File: src/rtl/mic1_out_uart_reporter.sv
// UART hex reporter for the MIC-1 output word.
// Sends the 32-bit word as eight uppercase hex digits followed by CR LF (8N1),
// whenever the word differs from the last one sent or a resend is requested.
//
// state   | meaning
// --------+-----------------------------------------------
// S_IDLE  | waiting for a changed word or a resend request
// S_START | start bit of the current character
// S_DATA  | eight data bits, LSB first
// S_STOP  | stop bit, then next character or back to idle
module mic1_out_uart_reporter #(
  parameter int CLKS_PER_BIT = 52
) (
  input  logic        clk,
  input  logic        resetn,
  input  logic [31:0] word_in,
  input  logic        en,
  input  logic        force_send,
  output logic        tx,
  output logic        busy
);

  localparam int TW = (CLKS_PER_BIT > 1) ? $clog2(CLKS_PER_BIT) : 1;
  localparam logic [TW-1:0] TMR_LAST = TW'(CLKS_PER_BIT - 1);

  localparam logic [1:0] S_IDLE  = 2'd0;
  localparam logic [1:0] S_START = 2'd1;
  localparam logic [1:0] S_DATA  = 2'd2;
  localparam logic [1:0] S_STOP  = 2'd3;

  logic [1:0]    state_q, state_d;
  logic [31:0]   snap_q, snap_d;
  logic [31:0]   last_sent_q, last_sent_d;
  logic          pending_q, pending_d;
  logic [3:0]    char_idx_q, char_idx_d;
  logic [TW-1:0] bit_tmr_q, bit_tmr_d;
  logic [2:0]    bit_cnt_q, bit_cnt_d;
  logic          tx_q, tx_d;
  logic          busy_q, busy_d;

  logic          trigger;
  logic          bit_done;
  logic [2:0]    nib_sel;
  logic [3:0]    nibble;
  logic [7:0]    cur_char;

  function automatic logic [7:0] hex_ascii(input logic [3:0] n);
    if (n < 4'd10) hex_ascii = 8'h30 + {4'h0, n};
    else           hex_ascii = 8'h37 + {4'h0, n};
  endfunction

  assign trigger  = (state_q == S_IDLE) && en &&
                    ((word_in != last_sent_q) || force_send || pending_q);
  assign bit_done = (bit_tmr_q == TMR_LAST);

  // Character currently on the wire: digit index 0 is the top nibble.
  always_comb begin
    nib_sel = 3'd7 - char_idx_q[2:0];
    nibble  = snap_q[{nib_sel, 2'b00} +: 4];
    case (char_idx_q)
      4'd8:    cur_char = 8'h0D;
      4'd9:    cur_char = 8'h0A;
      default: cur_char = hex_ascii(nibble);
    endcase
  end

  // Next-state logic for the frame sequencer, timers and resend flag.
  always_comb begin
    state_d     = state_q;
    snap_d      = snap_q;
    last_sent_d = last_sent_q;
    pending_d   = pending_q;
    char_idx_d  = char_idx_q;
    bit_tmr_d   = bit_tmr_q;
    bit_cnt_d   = bit_cnt_q;

    if (state_q != S_IDLE) begin
      bit_tmr_d = bit_done ? '0 : bit_tmr_q + TW'(1);
    end

    case (state_q)
      S_IDLE: begin
        if (trigger) begin
          snap_d      = word_in;
          last_sent_d = word_in;
          char_idx_d  = 4'd0;
          bit_tmr_d   = '0;
          bit_cnt_d   = 3'd0;
          state_d     = S_START;
        end
      end
      S_START: begin
        if (bit_done) state_d = S_DATA;
      end
      S_DATA: begin
        if (bit_done) begin
          bit_cnt_d = bit_cnt_q + 3'd1;
          if (bit_cnt_q == 3'd7) state_d = S_STOP;
        end
      end
      default: begin
        if (bit_done) begin
          if (char_idx_q == 4'd9) begin
            state_d = S_IDLE;
          end else begin
            char_idx_d = char_idx_q + 4'd1;
            state_d    = S_START;
          end
        end
      end
    endcase

    // A request that coincides with the trigger is consumed by that frame.
    if (trigger)         pending_d = 1'b0;
    else if (force_send) pending_d = 1'b1;
  end

  // Output drive is derived from the registered state, one cycle behind it,
  // so tx and busy have no combinational path from any input.
  always_comb begin
    case (state_q)
      S_START: tx_d = 1'b0;
      S_DATA:  tx_d = cur_char[bit_cnt_q];
      default: tx_d = 1'b1;
    endcase
    busy_d = (state_q != S_IDLE);
  end

  // State and output registers.
  always_ff @(posedge clk or negedge resetn) begin
    if (!resetn) begin
      state_q     <= S_IDLE;
      snap_q      <= 32'h0;
      last_sent_q <= 32'h0;
      pending_q   <= 1'b0;
      char_idx_q  <= 4'd0;
      bit_tmr_q   <= '0;
      bit_cnt_q   <= 3'd0;
      tx_q        <= 1'b1;
      busy_q      <= 1'b0;
    end else begin
      state_q     <= state_d;
      snap_q      <= snap_d;
      last_sent_q <= last_sent_d;
      pending_q   <= pending_d;
      char_idx_q  <= char_idx_d;
      bit_tmr_q   <= bit_tmr_d;
      bit_cnt_q   <= bit_cnt_d;
      tx_q        <= tx_d;
      busy_q      <= busy_d;
    end
  end

  assign tx   = tx_q;
  assign busy = busy_q;

endmodule

File: config.mk
export PLATFORM = sky130hd
export DESIGN_NAME = mic1_out_uart_reporter
export DESIGN_NICKNAME = d
export VERILOG_FILES = /design/src/rtl/mic1_out_uart_reporter.sv
export SDC_FILE = /design/constraint.sdc
export NUM_CORES = 1
export LEC_CHECK = 0
export BUFFER_PORTS_ARGS = -buffer_cell sky130_fd_sc_hd__buf_4
export CORE_UTILIZATION = 55
export CTS_CLUSTER_SIZE = 10
export DETAILED_ROUTE_END_ITERATION = 16
export MAX_ROUTING_LAYER = met4
export PLACE_DENSITY = 0.87
export SYNTH_ARGS = -nofsm -noshare
export SYNTH_HDL_FRONTEND = slang
export SYNTH_SLANG_ARGS = --single-unit
File: constraint.sdc
create_clock -name clk -period 2.8 [get_ports clk]
set_input_delay 0.56 -clock clk [delete_from_list [all_inputs] [get_ports clk]]
set_output_delay 0.56 -clock clk [all_outputs]
set_load 0.05 [all_outputs]
==> results.json, run 1 <==
{
  "grt-busiest-layer": "met2",
  "synth-simple-area-share_pct": 10.84,
  "grt_pass1_vias": 2326,
  "synth_mux_area_share_pct": 21.56,
  "r2r_start": "char_idx_q[0]",
  "grtUsageMet3_pct": 3.810,
  "regArea_um2": 1254,
  "clk_path_buf_depth": 2,
  "finalSetupViolations": 0,
  "first_iter_violations": 177,
  "drive_above_1_share_pct": 30.72,
  "drc": 0,
  "ctsRootBufferMaster": "clkbuf_8",
  "area_growth_pct": 14.11,
  "ioPinCount": 38,
  "grt_max_degree": 51,
  "dp_hpwl_um": 4967,
  "synth_nets": 315,
  "yosysSeqAreaShare_pct": 40.35,
  "async_flop_share_pct": 100.0,
  "chipWidth_um": 77.13,
  "cts_setup_buffers": 0,
  "crit_path_max_fanout": 14,
  "htree_levels": 2,
  "vias": 2262,
  "pre_cts_ws_ps": 127.4,
  "crit_path_start": "char_idx_q[0]",
  "slew_viol_final": 0,
  "grt_usage_pct": 24.79,
  "numCtsBuffers": 5,
  "hold_buffers": 0,
  "cp-start-kind": "flip-flop",
  "grt_first_pass_wirelength_um": 11130,
  "grt_overflow_total": 0,
  "fin_ws_ps": 226.7,
  "core_area_um2": 5270,
  "synth_warnings": 0,
  "antenna_found_initial": 0,
  "synth-adder-area-share_pct": 4.434,
  "reg2reg_depth": 8,
  "max_freq_ghz": 0.3886,
  "io_buffer_count": 37,
  "synth_top_family_by_area": "multiplexers",
  "met2_usage_pct": 40.62,
  "insertion_delay_ps": 310,
  "arrival_ps": 2800,
  "power.density_nw_per_um2": 1058,
  "drtPass1Iterations": 4,
  "yosysTopAreaCell": "dfrtp_1",
  "gp_congestion": 0.8340,
  "end_kind": "flip-flop",
  "ant_nets": 0,
  "final_cell_mix": "dfrtp_1, buf_4, mux2_2",
  "synthCells": 268,
  "cellLeakagePower_nw": 1.483,
  "ys_seq_elements": 50,
  "cts_tree": "done",
  "slew_headroom_pct": 58.07,
  "fin_tns_setup_ps": 0,
  "clk_pin_slew_ps": 100,
  "r2r_end": "tx",
  "final_common_cell": "dfrtp_1",
  "critical_path.endpoint": "tx",
  "netlist_area_um2": 3104,
  "num_rows": 26,
  "criticalPathCategory": "flip-flop to flip-flop",
  "yosysUniqueCellTypes": 45,
  "ir_drop_mv": 0.5483,
  "antenna_cells": 0,
  "hold_viol_final": 0,
  "slowest_delay_ps": 650,
  "ys.flop_type": "dfrtp_1",
  "synth_area_leaders": "dfrtp_1, mux2_2, xnor2_1",
  "synth_xor_area_share_pct": 10.16,
  "cts_resized": 0,
  "reg2reg_slack_ps": 230,
  "finalCritPeriodShare_pct": 91.90,
  "drv_cap": 0,
  "met1_usage_pct": 30.80,
  "fp.dieH_um": 77.13,
  "status": "finished clean",
  "clock-sinks": 50,
  "multiInputGateArea_um2": 1775,
  "synth.top_cell.area_share_pct": 39.50,
  "fill_cells": 412,
  "rsz0062_at_grt": "false",
  "vias_per_cell": 6.016,
  "worstHoldPathType": "input pin to asynchronous set/reset pin",
  "detail_route.wl_per_cell_um": 17.45,
  "fin_skew_ps": 10.89,
  "fp.dieArea_um2": 5948,
  "cp_slowest_cell": "mux4_1",
  "timing.final.crit_period_ps": 2573,
  "crit_chain": "mux4_1 -> mux2i_4 -> ha_1 -> nand2_1 -> mux2i_1 -> nand3_1 -> a41o_1 -> o22ai_1",
  "synth-compound-area-share_pct": 9.714,
  "routed_wl_um": 6560,
  "initial_core_util_pct": 58.90,
  "worst_slew_pin_slew_ps": 628.9,
  "syn-mean-instance-area_um2": 11.58,
  "critPathRequiredTime_ps": 3020,
  "synth_edf_count": 0,
  "final_nets": 353
}
[cells in the mapped netlist (5+ instances only)]
library cell and instances:
nand4_1 9, nand2_1 17, o21ai_0 9, nor2b_1 6, xnor2_1 32, mux2_2 35
inv_1 8, nor3_1 5, mux2i_1 8, dfrtp_1 49, ha_1 11, nor2_1 7
nand3_1 6, clkbuf_1 5
[flip-flops by register name (all words and copies together), names as in the netlist]
signal	flops
busy	1
state_q	2
bit_tmr_q	6
bit_cnt_q	3
char_idx_q	4
tx	1
pending_q	1
last_sent_q	32
[worst min-delay path by stage]
stage	slack, ps	depth (start not counted)	to	start
after floorplan	260	0	bit_cnt_q[0]	resetn
after global placement	470	1	pending_q	pending_q
after detailed placement	500	1	pending_q	pending_q
after CTS	290	1	last_sent_q[25]	resetn
after global routing	320	1	last_sent_q[16]	resetn
final	270	1	last_sent_q[18]	resetn
[where the power goes]
part	internal, mW	leakage (nW)	switching, mW
clock	0.172	0.0373	0.240
sequential	1.06	0.600	0.382
combinational	1.01	0.846	0.881
total	2.24	1.48	1.50
[area by class of cell]
| cell class | count | area share, % |
|---|---|---|
| flip-flops and latches | 50 | 35.39 |
| clock inverters | 1 | 0.2119 |
| clock buffers | 6 | 2.049 |
| repair buffers | 42 | 8.901 |
| multi-input cells | 199 | 50.12 |
| inverters | 8 | 0.8478 |
| well taps | 70 | 2.473 |
[kinds of logic after synthesis]
family | after synthesis
adders and majority gates | 11
xor gates and xnor gates | 36
and+or+nand+nor | 63
DFF | 50
muxes | 51
buffers and inverters | 19
AOI/OAI and AO/OA | 38
[worst max-delay path: cells and delay by family, from the launching register on]
kind	cells	cell delay [ps]
adder cells (fa/ha/maj)	1	290
AND/OR/NAND/NOR	2	180
AO/OA/AOI/OAI	2	400
multiplexers	3	1070
flip-flops	1	550
[metrics by stage]
step	hold slack, ps	power (mW)	util, %	std cells	instance area [µm²]
detailed placement	497.7	3.333	65.67	369	3461
global placement	465.7	3.211	65.67	369	3461
CTS	287.7	3.742	67.19	376	3541
global route	315.6	3.987	67.21	376	3542
finish	265.5	3.747	67.21	376	3542
floorplan	264.4	2.862	-	268	3104
[per-layer routing]
metal	routed length (µm)	vias up	share of wire, %
li1	-	1063	-
met1	2884	1137	44
met2	3345	50	51
met3	210	12	3.2
met4	119	0	1.8
met5	0	-	0
Power figures use the tool's default switching activity.
==> run 2: changes to the inputs <==
--- a/config.mk
+++ b/config.mk
@@ -7,6 +7,7 @@
 export LEC_CHECK = 0
 export BUFFER_PORTS_ARGS = -buffer_cell sky130_fd_sc_hd__buf_4
 export CORE_UTILIZATION = 55
+export CTS_BUF_LIST = sky130_fd_sc_hd__clkbuf_16
 export CTS_CLUSTER_SIZE = 10
 export DETAILED_ROUTE_END_ITERATION = 16
 export MAX_ROUTING_LAYER = met4
==> constraint.sdc (replaced) <==
create_clock -name clk -period 3.05 [get_ports clk]
set_input_delay 0.61 -clock clk [delete_from_list [all_inputs] [get_ports clk]]
set_output_delay 0.61 -clock clk [all_outputs]
set_load 0.05 [all_outputs]
==> run 2 against run 1 <==
Compared with the run above:
- first-iteration DRC count rose by 9.0%
- global-route usage up 0.41 points
- total power decreased by 1.8%
- sequential cell count unchanged
- non-clock buffer count shrank 1
- sequential power is 9.7% lower
==> results.json, run 2 (same netlist as run 1, synthesis figures left out) <==
{
  "drv_cap": 0,
  "critPathRequiredTime_ps": 3260,
  "vias": 2234,
  "fin_skew_ps": 5.936,
  "finalCritPeriodShare_pct": 88.96,
  "criticalPathCategory": "flip-flop to flip-flop",
  "cts_setup_buffers": 0,
  "drive_above_1_share_pct": 30.49,
  "slew_viol_final": 0,
  "grt_usage_pct": 25.20,
  "ir_drop_mv": 0.4977,
  "crit_path_max_fanout": 14,
  "clk_pin_slew_ps": 70,
  "dp_hpwl_um": 4609,
  "cts_tree": "done",
  "finalSetupViolations": 0,
  "drtPass1Iterations": 4,
  "largest-register": "last_sent_q",
  "clk_path_buf_depth": 2,
  "rsz0062_at_grt": "false",
  "grt_first_pass_wirelength_um": 11350,
  "fp.dieH_um": 77.13,
  "num_rows": 26,
  "cellLeakagePower_nw": 1.521,
  "cp-start-kind": "flip-flop",
  "arrival_ps": 2920,
  "grt_pass1_vias": 2321,
  "final_common_cell": "dfrtp_1",
  "final_area_um2": 3617,
  "fin_tns_setup_ps": 0,
  "htree_levels": 2,
  "ioPinCount": 38,
  "fin_ws_ps": 336.7,
  "post_dp_cell_area_um2": 3453,
  "hold_viol_final": 0,
  "antenna_found_initial": 0,
  "holdWs_ps": 334.8,
  "hold_buffers": 0,
  "grt_max_degree": 51,
  "area_growth_pct": 16.53,
  "largest_reg_flops": 32,
  "max_freq_ghz": 0.3686,
  "drc": 0,
  "initial_core_util_pct": 58.90,
  "vias_per_cell": 5.957,
  "core_area_um2": 5270,
  "worst_slew_pin_slew_ps": 606.5,
  "clock-sinks": 50,
  "status": "finished clean",
  "end_kind": "flip-flop",
  "final_cell_mix": "dfrtp_1, buf_4, mux2_2",
  "crit_chain": "mux4_1 -> mux2i_1 -> ha_1 -> nand2_1 -> mux2i_1 -> nand3_1 -> a41o_1 -> o22ai_1",
  "gp_congestion": 0.8314,
  "p_total_mw": 3.678,
  "grt_overflow_total": 0,
  "ant_nets": 0,
  "worstHoldPathType": "input pin to asynchronous set/reset pin",
  "insertion_delay_ps": 290,
  "detail_route.wl_per_cell_um": 17.20,
  "first_iter_violations": 193,
  "chipWidth_um": 77.13,
  "cts_resized": 0,
  "slowest_delay_ps": 690,
  "ctsRootBufferMaster": "clkbuf_16",
  "fp.dieArea_um2": 5948,
  "pre_cts_ws_ps": 285.4,
  "top_regs": "last_sent_q: 32 flops, bit_tmr_q: 6 flops, char_idx_q: 4 flops",
  "power.density_nw_per_um2": 1017,
  "routed_wl_um": 6450,
  "crit_top_cell": "mux2i_1",
  "slew_headroom_pct": 59.19,
  "io_buffer_count": 37,
  "cp_slowest_cell": "dfrtp_1",
  "antenna_cells": 0,
  "final_nets": 352,
  "numCtsBuffers": 5,
  "timing.final.crit_period_ps": 2713
}
## run 2: final timing paths
kind | endpoint | startpoint | cells after the start | slack, ps
hold / removal | last_sent_q[4] | resetn | 1 | 330
hold reg to reg | pending_q | pending_q | 1 | 500
setup / recovery | tx | char_idx_q[0] | 8 | 340
setup reg to reg | tx | char_idx_q[0] | 8 | 340
max in group asynchronous | state_q[0] | resetn | 1 | 2300
min in group clk | pending_q | pending_q | 1 | 500
## run 2: power breakdown
group / switching [mW] / internal (mW)
logic: 0.808 / 0.924
registers: 0.335 / 0.979
clock network: 0.249 / 0.384
## run 2: final cells by class
| cell class | count | area, µm² |
|---|---|---|
| clock buffer | 5 | 125.1 |
| clock inverter | 2 | 38.79 |
| fill | 382 | 1653 |
| inverter | 8 | 30.03 |
| multi-input combinational | 199 | 1775 |
| sequential | 50 | 1252 |
| tap | 70 | 87.58 |
| timing repair buffer | 41 | 307.8 |
## run 2: through the flow
| stage | std cells | util (%) |
|---|---|---|
| final | 375 | 68.64 |
| after detailed placement | 368 | 65.53 |
| after global routing | 375 | 68.64 |
| after CTS | 375 | 68.64 |
| after global placement | 368 | 65.53 |
| after floorplan | 268 | - |
## run 2: worst max-delay path: cells and delay by family (launching register included)
family	cells	cell delay [ps]
compound gates	2	380
flops	1	690
fa+ha+maj	1	290
simple gates	2	160
mux	3	1110
## run 2: layer usage
layer  vias to the layer above  wire (µm)  global-route usage [%]  share of wire (%)
li1                       1053          -                       -                  -
met1                      1093       2857                   33.28                 44
met4                         0        187                   10.94                2.9
met2                        72       3136                   38.67                 49
met3                        16        269                   3.690                4.2
met5                         -          0                       -                  0
==> run 3: changes to the inputs <==
==> constraint.sdc (replaced) <==
create_clock -name clk -period 2.9 [get_ports clk]
set_input_delay 0 -clock clk [delete_from_list [all_inputs] [get_ports clk]]
set_output_delay 0 -clock clk [all_outputs]
set_load 0.05 [all_outputs]
==> run 3 against run 2 <==
Compared with the run above:
- combinational power rose by 9%
- sequential power up 9%
- die area did not move
- critical endpoint unchanged
==> results.json, run 3 (same netlist as run 1, synthesis figures left out) <==
{
  "status": "finished clean",
  "clock-sinks": 50,
  "antenna_cells": 0,
  "timing.final.crit_period_ps": 2721,
  "critPathRequiredTime_ps": 3110,
  "path_delay_family": "multiplexers",
  "hold_viol_final": 0,
  "final_common_cell": "dfrtp_1",
  "cp_slowest_cell": "dfrtp_1",
  "crit_chain": "mux4_1 -> mux2i_1 -> ha_1 -> nand2_1 -> mux2i_1 -> nand3_1 -> a41o_1 -> o22ai_1",
  "fp.dieArea_um2": 5948,
  "detail_route.wl_per_cell_um": 19.07,
  "ant_nets": 0,
  "chipWidth_um": 77.13,
  "holdPathEnd": "pending_q",
  "top_regs": "last_sent_q: 32 flops, bit_tmr_q: 6 flops, char_idx_q: 4 flops",
  "grt_overflow_total": 0,
  "antenna_found_initial": 0,
  "r2r_end": "tx",
  "slew_viol_final": 0,
  "largest_reg_flops": 32,
  "ioPinCount": 38,
  "drv_cap": 0,
  "reg2reg_slack_ps": 180,
  "r2r_start": "char_idx_q[0]",
  "slowest_delay_ps": 690,
  "grt_usage_pct": 28.98,
  "io_buffer_count": 37,
  "drtPass1Iterations": 4,
  "end_kind": "flip-flop",
  "cp-start-kind": "flip-flop",
  "rsz0062_at_grt": "false",
  "criticalPathCategory": "flip-flop to flip-flop",
  "ir_drop_mv": 0.5877,
  "drive_above_1_share_pct": 27.00,
  "clk_pin_slew_ps": 70,
  "cts_setup_buffers": 0,
  "final_nets": 384,
  "first_iter_violations": 203,
  "final_cells": 407,
  "finalSetupViolations": 0,
  "largest-register": "last_sent_q",
  "arrival_ps": 2930,
  "vias": 2479,
  "cellLeakagePower_nw": 1.654,
  "dp_hpwl_um": 4676,
  "core_area_um2": 5270,
  "grt_max_degree": 51,
  "insertion_delay_ps": 290,
  "num_rows": 26,
  "initial_core_util_pct": 58.90,
  "area_growth_pct": 27.01,
  "power.density_nw_per_um2": 1008,
  "drc": 0,
  "worstHoldPathType": "input pin to flip-flop",
  "max_freq_ghz": 0.3675,
  "ctsRootBufferMaster": "clkbuf_16",
  "cts_tree": "done",
  "reg2reg_depth": 8,
  "crit_top_cell": "mux2i_1",
  "fin_skew_ps": 6.334,
  "numCtsBuffers": 5,
  "final_cell_mix": "dfrtp_1, buf_4, mux2_2",
  "slew_headroom_pct": 56.94,
  "fin_tns_setup_ps": 0,
  "hold_start": "en",
  "placed_cells": 366,
  "fp.dieH_um": 77.13,
  "gp_congestion": 0.8403,
  "htree_levels": 2,
  "worst-path-buf-inv": 0,
  "routed_wl_um": 7763,
  "grt_first_pass_wirelength_um": 12880,
  "worst_slew_pin_slew_ps": 645.9,
  "grt_pass1_vias": 2652,
  "clk_path_buf_depth": 2,
  "finalCritPeriodShare_pct": 93.83,
  "crit_path_max_fanout": 14,
  "vias_per_cell": 6.091,
  "holdPathStages": 3
}
[run 3: changes by cell type in the layout (fill, tap and decap cells not counted)]
cell / previous run / this run
dlygate4sd3_1: 0 / 34
buf_4: 41 / 39
[run 3: through the flow]
stage	area [µm²]	total power [mW]	utilization [%]	setup slack (ps)	hold WS, ps
floorplan	3104	2.763	-	699.9	-295.6
global placement	3438	3.092	65.24	391.4	63.37
detailed placement	3438	3.183	65.24	240.9	67.93
CTS	3943	3.892	74.81	217.5	233.5
global route	3943	4.201	74.81	15.49	272.0
finish	3943	3.975	74.81	178.8	240.2
[run 3: repair_timing]
action | CTS | global route
gates resized for setup | 0 | 0
hold endpoints to repair | 82 | 0
hold buffers | 34 | 0
[run 3: area by class of cell]
class	count	area [µm²]
clock buffer	5	125.1
clock inverter	2	38.79
inverter	8	30.03
sequential	50	1252
multi-input combinational	199	1775
tap	70	87.58
fill	330	1328
timing repair buffer	73	633.1
[run 3: report_power, final]
group | switching, mW | total [mW] | internal, mW | leakage (nW)
logic | 0.888 | 1.89 | 1.00 | 0.973
registers | 0.397 | 1.43 | 1.03 | 0.601
clock network | 0.256 | 0.660 | 0.404 | 0.0799
[run 3: worst max path at each step]
stage	from	end	slack, ps	depth (start not counted)
floorplan	char_idx_q[0]	tx	700	9
global placement	char_idx_q[0]	tx	390	8
detailed placement	char_idx_q[0]	tx	240	8
CTS	char_idx_q[0]	tx	220	8
global route	char_idx_q[0]	tx	20	8
finish	char_idx_q[0]	tx	180	8
[run 3: worst min-delay path: stages]
cell and delay [ps]:
buf_4 80, nand2_1 220, o21a_1 190
[run 3: per-layer routing]
layer	vias to the layer above	track usage, %	part of all wire, %
li1	1125	-	-
met4	0	11.32	2.6
met1	1256	32.82	39
met3	21	5.357	4.6
met2	77	50.44	54
met5	-	-	0
